[src/rtl/vc_out_arbiter.sv]
// Output arbiter for a NoC port: picks one VC buffer at a time, holds the grant
// for a whole packet (head..tail), and forwards flits through one output register.
module vc_out_arbiter #(
  parameter int NUM_VC     = 4,
  parameter int FLIT_WIDTH = 34
) (
  input  logic                         clk,
  input  logic                         arst,
  input  logic [NUM_VC*FLIT_WIDTH-1:0] fdata_i,
  input  logic [NUM_VC-1:0]            valid_i,
  output logic [NUM_VC-1:0]            ready_o,
  output logic [FLIT_WIDTH-1:0]        fdata_o,
  output logic [1:0]                   vc_id_o,
  output logic                         valid_o,
  input  logic                         ready_i,
  output logic [15:0]                  pkt_cnt_o,
  output logic                         err_o
);

  typedef enum logic {ST_IDLE, ST_LOCKED} state_t;

  localparam logic [1:0] FT_HEAD = 2'b00;
  localparam logic [1:0] FT_TAIL = 2'b11;

  state_t                  r_state, w_state_nxt;
  logic [1:0]              r_rr_ptr, w_rr_ptr_nxt;
  logic [1:0]              r_lock_vc, w_lock_vc_nxt;
  logic [1:0]              w_gnt;
  logic                    w_gnt_vld;
  logic                    w_out_free;
  logic                    w_xfer;
  logic                    w_err_set;
  logic [FLIT_WIDTH-1:0]   w_flit;
  logic [1:0]              w_ftype;
  logic [NUM_VC-1:0]       w_ready;

  logic [FLIT_WIDTH-1:0]   r_fdata;
  logic [1:0]              r_vc_id;
  logic                    r_valid;
  logic [15:0]             r_pkt_cnt;
  logic                    r_err;

  function automatic logic [1:0] inc_mod(input logic [1:0] v);
    if (int'(v) >= NUM_VC - 1) return 2'd0;
    return v + 2'd1;
  endfunction

  assign w_out_free = !r_valid || ready_i;

  // Grant selection: the lock owner, or first valid VC at/after rr_ptr
  always_comb begin
    w_gnt     = '0;
    w_gnt_vld = 1'b0;
    if (r_state == ST_LOCKED) begin
      w_gnt = r_lock_vc;
      for (int k = 0; k < NUM_VC; k++) begin
        if (2'(k) == r_lock_vc) w_gnt_vld = valid_i[k];
      end
    end else begin
      // Descending offset so the nearest VC to rr_ptr is the last one written
      for (int i = NUM_VC - 1; i >= 0; i--) begin
        for (int k = 0; k < NUM_VC; k++) begin
          if (valid_i[k] && k == ((int'(r_rr_ptr) + i) % NUM_VC)) begin
            w_gnt     = 2'(k);
            w_gnt_vld = 1'b1;
          end
        end
      end
    end
  end

  always_comb begin
    w_flit = '0;
    for (int k = 0; k < NUM_VC; k++) begin
      if (2'(k) == w_gnt) w_flit = fdata_i[k*FLIT_WIDTH +: FLIT_WIDTH];
    end
  end

  assign w_ftype = w_flit[FLIT_WIDTH-1 -: 2];
  assign w_xfer  = w_gnt_vld && w_out_free && arst;

  always_comb begin
    w_ready = '0;
    for (int k = 0; k < NUM_VC; k++) begin
      w_ready[k] = w_xfer && (2'(k) == w_gnt);
    end
  end

  assign ready_o = w_ready;

  always_comb begin
    w_state_nxt   = r_state;
    w_rr_ptr_nxt  = r_rr_ptr;
    w_lock_vc_nxt = r_lock_vc;
    w_err_set     = 1'b0;
    case (r_state)
      ST_IDLE: begin
        if (w_xfer) begin
          if (w_ftype == FT_HEAD) begin
            w_state_nxt   = ST_LOCKED;
            w_lock_vc_nxt = w_gnt;
          end else begin
            w_err_set    = 1'b1;
            w_rr_ptr_nxt = inc_mod(w_gnt);
          end
        end
      end
      ST_LOCKED: begin
        if (w_xfer) begin
          if (w_ftype == FT_TAIL) begin
            w_state_nxt  = ST_IDLE;
            w_rr_ptr_nxt = inc_mod(r_lock_vc);
          end else if (w_ftype == FT_HEAD) begin
            w_err_set = 1'b1;
          end
        end
      end
      default: w_state_nxt = ST_IDLE;
    endcase
  end

  always_ff @(posedge clk) begin
    if (!arst) begin
      r_state   <= ST_IDLE;
      r_rr_ptr  <= '0;
      r_lock_vc <= '0;
      r_valid   <= 1'b0;
      r_fdata   <= '0;
      r_vc_id   <= '0;
      r_pkt_cnt <= '0;
      r_err     <= 1'b0;
    end else begin
      r_state   <= w_state_nxt;
      r_rr_ptr  <= w_rr_ptr_nxt;
      r_lock_vc <= w_lock_vc_nxt;
      if (w_out_free) begin
        r_valid <= w_xfer;
        if (w_xfer) begin
          r_fdata <= w_flit;
          r_vc_id <= w_gnt;
        end
      end
      if (r_valid && ready_i && r_fdata[FLIT_WIDTH-1 -: 2] == FT_TAIL)
        r_pkt_cnt <= r_pkt_cnt + 16'd1;
      if (w_err_set) r_err <= 1'b1;
    end
  end

  assign fdata_o   = r_fdata;
  assign vc_id_o   = r_vc_id;
  assign valid_o   = r_valid;
  assign pkt_cnt_o = r_pkt_cnt;
  assign err_o     = r_err;

endmodule

[config.mk]
export PLATFORM = sky130hd
export DESIGN_NAME = vc_out_arbiter
export DESIGN_NICKNAME = d
export VERILOG_FILES = /design/src/rtl/vc_out_arbiter.sv
export SDC_FILE = /design/constraint.sdc
export NUM_CORES = 1
export LEC_CHECK = 0
export BUFFER_PORTS_ARGS = -buffer_cell sky130_fd_sc_hd__clkbuf_2
export CORE_AREA = 2 2 94 96
export DETAILED_ROUTE_END_ITERATION = 8
export DIE_AREA = 0 0 96 98
export PLACE_DENSITY = 0.86
export SETUP_SLACK_MARGIN = 0.2
export SYNTH_ARGS = -nofsm -noshare
export SYNTH_HDL_FRONTEND = slang
export SYNTH_SLANG_ARGS = --single-unit
[constraint.sdc]
create_clock -name clk -period 4.22 [get_ports clk]
set_clock_uncertainty 0.2 [all_clocks]
set_input_delay 1.055 -clock clk [delete_from_list [all_inputs] [get_ports clk]]
set_output_delay 1.055 -clock clk [all_outputs]
set_load 0.01 [all_outputs]
=== After elaboration in Yosys (flattened, before gate mapping) ===
Cells that the tools add are included.

* Flip-flop bits (word level): 59
* Output and inout bits: 58
* Word-level logic and storage cells: 151
* Bits of input ports: 143

* Eq/ne operators: 24
* Reduce and logical (&&, ||, !) cells: 39
* Bitwise logic cells: 4
* Muxes and demuxes: 68
* Magnitude comparators: 2
* $add $sub $neg: 6

{| class="wikitable"
|+ Operators by type and width
! kind !! count
|-
| two-way mux 34 bit || 4
|-
| zero test 32 bit || 4
|-
| two-way mux 2 bit || 23
|-
| two-way mux 1 bit || 38
|-
| logical AND 1 bit || 24
|-
| equality test 3 bit (first input constant) || 6
|-
| adder 16 x 1 -> 16 bit (second input constant) || 1
|-
| equality test 2 bit (first input constant) || 6
|-
| equality test 2 x 3 -> 1 bit (first input constant) || 3
|-
| adder 2 x 1 -> 2 bit (second input constant) || 3
|-
| equality test 1 x 2 -> 1 bit (first input constant) || 3
|-
| zero test 2 bit || 3
|-
| OR reduction 2 bit || 3
|-
| adder 2 bit (second input constant) || 2
|-
| equality test 2 bit (second input constant) || 2
|-
| greater-or-equal comparator 2 bit (second input constant) || 2
|-
| inequality test 2 x 1 -> 1 bit (second input constant) || 2
|-
| inequality test 2 bit (second input constant) || 2
|-
| one-hot mux 1 bit (2 select lines) || 2
|-
| one-hot mux 2 bit (2 select lines) || 1
|-
| AND reduction 4 bit || 1
|-
| AND 1 bit (first input constant) || 3
|-
| AND reduction 3 bit || 1
|-
| AND reduction 2 bit || 1
|-
| 3 further kinds || 3
|}

=== Depth between registers and ports, before layout ===
Gate-level depths: netlist of the first run.

* Depth after elaboration: 34
* Mapped depth: 13
* Depth with buffers taken out: 11

=== Worst setup path after synthesis of the first run ===
Ideal clock, no wire load.

* Path type: input-to-output
* Start point: input valid_i[2]
* End point: output ready_o[1]
* Buffers on the path: 2
* Stages: 10
* Arrival time: 2.738 ns
* Data required time: 2.965 ns
* Path slack: 0.227 ns
* Cells stage by stage: o21ai_0 a31oi_1 o31a_1 a21o_1 inv_1 ha_1 buf_2 buf_1 inv_1 nor2_1

* Elaborated cells on any way between the ends: 40
* Classes of those cells: 1 x eq/ne; 32 x mux; 7 x reduce/logical

{| class="wikitable"
|+ RTL lines
! item !! line !! source
|-
| from (decl) || 10 || <nowiki>input logic [NUM_VC-1:0] valid_i,</nowiki>
|-
| logical AND 1 bit || 63 || <nowiki>if (valid_i[k] && k == ((int'(r_rr_ptr) + i) % NUM_VC)) begin</nowiki>
|-
| two-way mux 2 bit (12 in a row) || 63 ||
|-
| two-way mux 2 bit * (2 in a row) || 63 ||
|-
| two-way mux 2 bit * || 54 || <nowiki>if (r_state == ST_LOCKED) begin</nowiki>
|-
| net w_gnt[0] || 28 || <nowiki>logic [1:0] w_gnt;</nowiki>
|-
| equality test 1 x 2 -> 1 bit * || 85 || <nowiki>w_ready[k] = w_xfer && (2'(k) == w_gnt);</nowiki>
|-
| logical AND 1 bit * || 85 ||
|-
| to (decl) || 11 || <nowiki>output logic [NUM_VC-1:0] ready_o,</nowiki>
|}

Mark *: on every way through the listed nets, which the timed path passes. The rest lies on a longest branch.

=== Worst setup path in the final report of the first run ===
* Start point: input valid_i[0]
* End point: output ready_o[0]

* Cells in the longest elaborated chain, start to end: 21
* Elaborated cells on any way between the ends: 42
* Classes of those cells: 34 x mux; 8 x reduce/logical

{| class="wikitable"
|+ RTL lines
! item !! line !! source
|-
| logical AND 1 bit || 63 ||
|-
| two-way mux 1 bit (16 in a row) || 63 ||
|-
| two-way mux 1 bit || 54 ||
|-
| logical AND 1 bit (2 in a row) || 80 || <nowiki>assign w_xfer = w_gnt_vld && w_out_free && arst;</nowiki>
|-
| logical AND 1 bit * || 85 ||
|}

Every way passes the cells marked *; elsewhere a longest branch is shown, timed or not.

==> run summary, run 1 <==
outcome: finished, final reports clean
post-synth top area share: 32.12%
Final period util: 91.82%
DRT iter0 DRCs: 179
Die Wd: 96 µm
Die H: 98 µm
First-pass DRT Iterations: 7
core area: 8466 µm²
Max Root-Sink Buffers: 2
DP HPWL: 8847 µm
non-filler cells, final: 767
Synth async-reset ratio: 0%
CP arrival: 2.62 ns
Hold Path Class: reg -> reg
clock buffer count from CTS: 9
Worst setup EP type: primary output
Hold Path Sink: fdata_o[9]
r2r endpoint: r_rr_ptr[0]
placed cell count: 751
Yosys cell types: 42
vias in the first global route: 3923
Antenna diodes: 0
routed wire length: 11790 µm
Area contributors post-synth: dfxtp_1 (32%), o211a_1 (8.7%), nand2_1 (8.2%)
root buffer cell: clkbuf_8
hold path depth: 2
EDFF count, synth: 0
startpoint type of the worst setup path: primary input
largest net degree at the start of global routing: 65
RSZ-0062 raised after global routing: true
top-count cell post-synth: nand2_1
worst slew pin tran: 0.6311 ns
WHS: 0.2634 ns
worst r2r src: r_rr_ptr[1]
Post-Syn Nets: 628
max-capacitance violation count: 0
Slew headroom: 57.93%
Post-CTS Hold Buffers: 0
Warnings, synthesis: 0
P&R area growth vs syn: 33.75%
synthesized area: 3677 µm²
GRT Residual Overflow: 0
fmax: 258.1 MHz
Layout fillers: 802
WP data required: 2.96 ns
Pleak: 2.453 nW
clk sinks: 59
layout cells sized above 1: 36.12%
max-slew violation count: 0
GRT Total Usage: 24.31%
Worst setup startpoint: valid_i[0]
worst hold start: fdata_o[9]
site row count: 34
I/O pin total: 201
RD Place Congestion: 0.9174
initial antenna violation count: 0
fin util: 58.10%
Worst-path clk slew: 0.07 ns
Post-Synthesis Cells: 476
r2r setup slk: 0.87 ns
WL/cell: 15.37 µm
worst skew pair latency: 0.34 ns
Worst Slack Setup Final: 0.3453 ns
cell area power density: 714.7 nW/µm²
postcts setup bufs: 0
# setup viols final: 0
via count: 4180
#FFs+latches synth: 59
CP max FO: 5
TNS Setup: 0 ns
syn avg cell area: 7.725 µm²
Post-synth top cells: nand2_1 (80), dfxtp_1 (59), nand3_1 (42)
Final #Nets: 806
Placed Area: 4711 µm²
Reg2Reg Depth: 12
Peak VDD IR: 0.4534 mV
sequential share of the synthesized area: 32.12%
Synth area leader: dfxtp_1
initial core utilization: 43.44%
dpl ws: 0.2059 ns
die area: 9408 µm²
Tmin final: 3.875 ns
Finished Cell Area: 4918 µm²
ys flop type: dfxtp_1
Design Power: 3.515 mW
Hold Vio Cnt, Final: 0
first-pass GRT wire length: 18130 µm
critical setup path kind: in -> out
Final ANT Viol Nets: 0
vias per cell: 5.450
TritonCTS clock tree: built
htree depth: 3
# port buffers: 200
Remaining DRCs: 0
cells in the final DEF (no fill, tap or decap), types with 2 or more instances in the layout:
cell          n
nand3b_1      2
o21ai_1       5
dfxtp_1      59
and3_1        4
o211a_1      32
o21ai_0      33
and2_1       16
a21oi_1      36
clkbuf_2    200
nor3b_1       2
nor4_2        2
a31oi_1       3
ha_2          2
nor2b_1       4
clkbuf_8      9
clkinv_4      2
nor2_1       10
xor2_1        4
mux2i_1       7
a21boi_0      2
xnor2_1      12
buf_4         9
ha_1          7
clkinvlp_4    2
and4_1        2
nand3_1      42
o211ai_1     33
nand4_1       4
a211oi_2      4
nand2_1      80
inv_1        12
nand2b_1      2
repair_timing:
action,4_1_cts,5_1_grt
endpoints found under the setup margin,0,1
hold endpoints to repair,0,0
resized for setup,0,2
layer usage:
metal | part of all wire (%) | wire [µm] | track usage [%]
met5 | 0 | 0 | 0
met4 | 2.5 | 294 | 9.890
met3 | 7.9 | 932 | 6.173
met2 | 48 | 5714 | 40.33
met1 | 41 | 4844 | 29.61
worst max path at each step:
stage / endpoint / slack, ns / cells past startpoint
after floorplan: ready_o[1] / 0.23 / 10
after global placement: ready_o[2] / 0.40 / 10
after detailed placement: r_rr_ptr[0] / 0.21 / 13
after CTS: ready_o[2] / 0.32 / 10
after global routing: ready_o[1] / 0.18 / 10
final: ready_o[0] / 0.35 / 9
where the power goes:
group | total (mW) | switching [mW] | internal, mW
combinational | 2.10 | 1.20 | 0.902
sequential | 0.896 | 0.140 | 0.756
clock | 0.520 | 0.245 | 0.275
total | 3.52 | 1.58 | 1.93
state kept, by name, summed over array words and instances, names as in the netlist:
| name | flops |
|---|---|
| vc_id_o | 2 |
| r_state | 1 |
| pkt_cnt_o | 16 |
| err_o | 1 |
| r_rr_ptr | 2 |
| fdata_o | 34 |
| valid_o | 1 |
| r_lock_vc | 2 |
critical path, cell delays in order:
cell      delay [ns]
clkbuf_2        0.12
a21oi_1         0.07
o21ai_0         0.20
a211oi_2        0.11
a21oi_1         0.37
ha_1            0.31
inv_1           0.06
nor2_1          0.16
clkbuf_2        0.17
final cells by class:
cell class	instances	area (µm²)	area share, %
clock inverters	7	76.32	1.552
inverters	13	48.80	0.9921
multi-input cells	362	2285	46.45
clock buffers	9	123.9	2.518
well taps	108	135.1	2.747
flip-flops and latches	59	1181	24.01
repair buffers	209	1069	21.72
kinds of logic (layout without fill, tap and decap cells):
logic type / Yosys count / count (layout) / share of synthesized area [%]
AND/OR/NAND/NOR: 174 / 174 / 22.90
AO/OA/AOI/OAI: 155 / 155 / 29.64
flip-flops: 59 / 59 / 32.12
buffers and inverters: 55 / 238 / 6.261
XOR/XNOR: 16 / 16 / 3.811
adder cells (fa/ha/maj): 9 / 9 / 3.062
multiplexers: 8 / 8 / 2.212
Note: power is estimated with default switching activity, not from simulation.
==> run 2, diff against run 1 <==
- CAP_MARGIN: default -> 20
- CORE_AREA: 2 2 94 96 -> 2 2 77 108
- DIE_AREA: 0 0 96 98 -> 0 0 79 110
- PLACE_DENSITY: 0.86 -> 0.92
- clock period: 4.22 -> 4.91 ns (I/O delays scaled with it)
==> run 2 against run 1 <==
Against the previous run:
- combinational power is 14% lower
- sequential share of layout area is 0.13 points lower
- sequential power is 15% lower
- final cell count is 1.3% lower
- routed wire length is 1.7% lower
- setup slack better by 0.32 ns
- non-clock buffer count is 2 lower
- first-iteration DRC count is 12% higher
- worst hold slack better by 0.0036 ns
- register-to-register slack better by 0.53 ns
- total power is 11% lower
- core utilization is 6.1 points higher
- critical path type unchanged
==> run summary, run 2 (same netlist as run 1, synthesis figures left out) <==
outcome: finished, final reports clean
first-pass GRT wire length: 17200 µm (-5.1%)
Slew headroom: 58.20% (+0.27 points)
Antenna diodes: 0 (unchanged)
max reg flops: 34 (unchanged)
worst slew pin tran: 0.6270 ns (-0.004064 ns)
# port buffers: 200 (unchanged)
max-slew violation count: 0 (unchanged)
RSZ-0062 raised after global routing: false
via count: 4262 (+2.0%)
First-pass DRT Iterations: 5 (-2)
TritonCTS clock tree: built
fmax: 235.7 MHz
Post-CTS Hold Buffers: 0 (unchanged)
initial core utilization: 47.74% (+4.3 points)
Design Power: 3.133 mW (-11%)
DRT iter0 DRCs: 200 (+12%)
layout cells sized above 1: 35.62% (-0.50 points)
htree depth: 3 (unchanged)
postcts setup bufs: 0 (unchanged)
crit path to: ready_o[1]
Worst setup EP type: primary output
DP HPWL: 8791 µm (-0.63%)
die area: 8690 µm² (-7.6%)
worst r2r src: r_rr_ptr[0]
r2r setup slk: 1.40 ns (+0.53 ns)
RD Place Congestion: 0.8621 (-6.0%)
Peak VDD IR: 0.3816 mV (-16%)
Final #Nets: 804 (-0.25%)
Worst-path clk slew: 0.06 ns (about the same)
met2 usage: 43.70% (+3.4 points)
r2r endpoint: r_rr_ptr[1]
largest net degree at the start of global routing: 69 (+6.2%)
P&R area growth vs syn: 34.50%
critical-path cell list: clkbuf_2 > o21ai_0 > a31oi_1 > o31a_1 > a21o_1 > inv_1 > ha_2 > inv_1 > nor2_1 > clkbuf_2
GR met3 Demand/Resource: 6.840% (+0.67 points)
Remaining DRCs: 0 (unchanged)
Die H: 110 µm (+12%)
# resized after CTS: 0 (unchanged)
TNS Setup: 0 ns (unchanged)
Pleak: 2.480 nW (+1.1%)
Hold Vio Cnt, Final: 0 (unchanged)
GRT Total Usage: 24.94% (+0.63 points)
max-capacitance violation count: 0 (unchanged)
vias per cell: 5.630 (+3.3%)
GR Util met1: 26.66% (-2.9 points)
# setup viols final: 0 (unchanged)
crit-path max cell delay: 0.35 ns (-0.02 ns)
hold path depth: 2 (unchanged)
critical setup path kind: in -> out
Reg2Reg Depth: 12 (unchanged)
CP arrival: 2.81 ns (+0.19 ns)
most used routing layer: met2
Die Wd: 79 µm (-18%)
vias in the first global route: 3864 (-1.5%)
core area: 7702 µm² (-9.0%)
Hold Path Class: reg -> reg
WL/cell: 15.30 µm (-0.45%)
CP max FO: 5 (unchanged)
fin util: 64.21% (+6.1 points)
most frequent cells in the layout: clkbuf_2 (200), nand2_1 (80), dfxtp_1 (59)
GRT Residual Overflow: 0 (unchanged)
Tmin final: 4.242 ns
clock buffer count from CTS: 9 (unchanged)
routed wire length: 11580 µm (-1.7%)
cell area power density: 633.5 nW/µm² (-11%)
non-filler cells, final: 757 (-1.3%)
startpoint type of the worst setup path: primary input
initial antenna violation count: 0 (unchanged)
I/O pin total: 201 (unchanged)
Max Root-Sink Buffers: 2 (unchanged)
WP data required: 3.48 ns (+0.52 ns)
root buffer cell: clkbuf_8
site row count: 38 (+12%)
commonest non-fill, non-tap cell in the layout: clkbuf_2
worst skew pair latency: 0.33 ns (about the same)
Final ANT Viol Nets: 0 (unchanged)
clk sinks: 59 (unchanged)
Worst setup startpoint: valid_i[2]
Final period util: 86.39%
placed cell count: 741 (-1.3%)
CP max stage cell: o31a_1
-- run 2: cell count changes in the layout (fill, tap and decap cells not counted), sizes merged --
cell and change:
clkbuf +3, inv -1, buf -2, clkinvlp -2
clkinv -2, bufinv +2
-- run 2: area by class of cell --
class,instances,area (µm²)
clock inverters,4,95.09
inverters,13,48.80
repair buffers,207,1054
clock buffers,12,165.2
multi-input cells,362,2277
flip-flops and latches,59,1181
fillers,663,2756
well taps,100,125.1
-- run 2: worst min-delay path by stage --
stage,from,slack (ns),endpoint
2_1_floorplan,r_lock_vc[0],0.27,r_lock_vc[0]
3_3_place_gp,fdata_o[15],0.25,fdata_o[15]
3_5_place_dp,fdata_o[15],0.26,fdata_o[15]
4_1_cts,fdata_o[15],0.27,fdata_o[15]
5_1_grt,fdata_o[0],0.30,fdata_o[0]
6_report,fdata_o[15],0.27,fdata_o[15]
-- run 2: report_power, final --
group | leakage, nW | switching, mW | internal, mW
clock | 0.133 | 0.191 | 0.378
combinational | 1.86 | 1.04 | 0.764
sequential | 0.484 | 0.114 | 0.650
-- run 2: critical path: cells and delay by family --
kind	cells	cell delay, ns
fa+ha+maj	1	0.18
compound gates	4	0.81
simple gates	1	0.15
buf+inv	4	0.44
-- run 2: stage by stage --
stage                     hold slack [ns]  cell area [µm²]  setup slack, ns
after floorplan                    0.2688             3677           0.5723
after global placement             0.2463             4686           0.6558
after detailed placement           0.2603             4686           0.4762
after CTS                          0.2692             4946           0.6876
after global routing               0.2951             4946           0.4761
final                              0.2670             4946           0.6682
-- run 2: routing by layer --
layer	vias to the layer above	part of all wire (%)
li1	2053	-
met1	1945	38
met2	221	50
met3	43	7.7
met4	0	4.7
met5	-	0
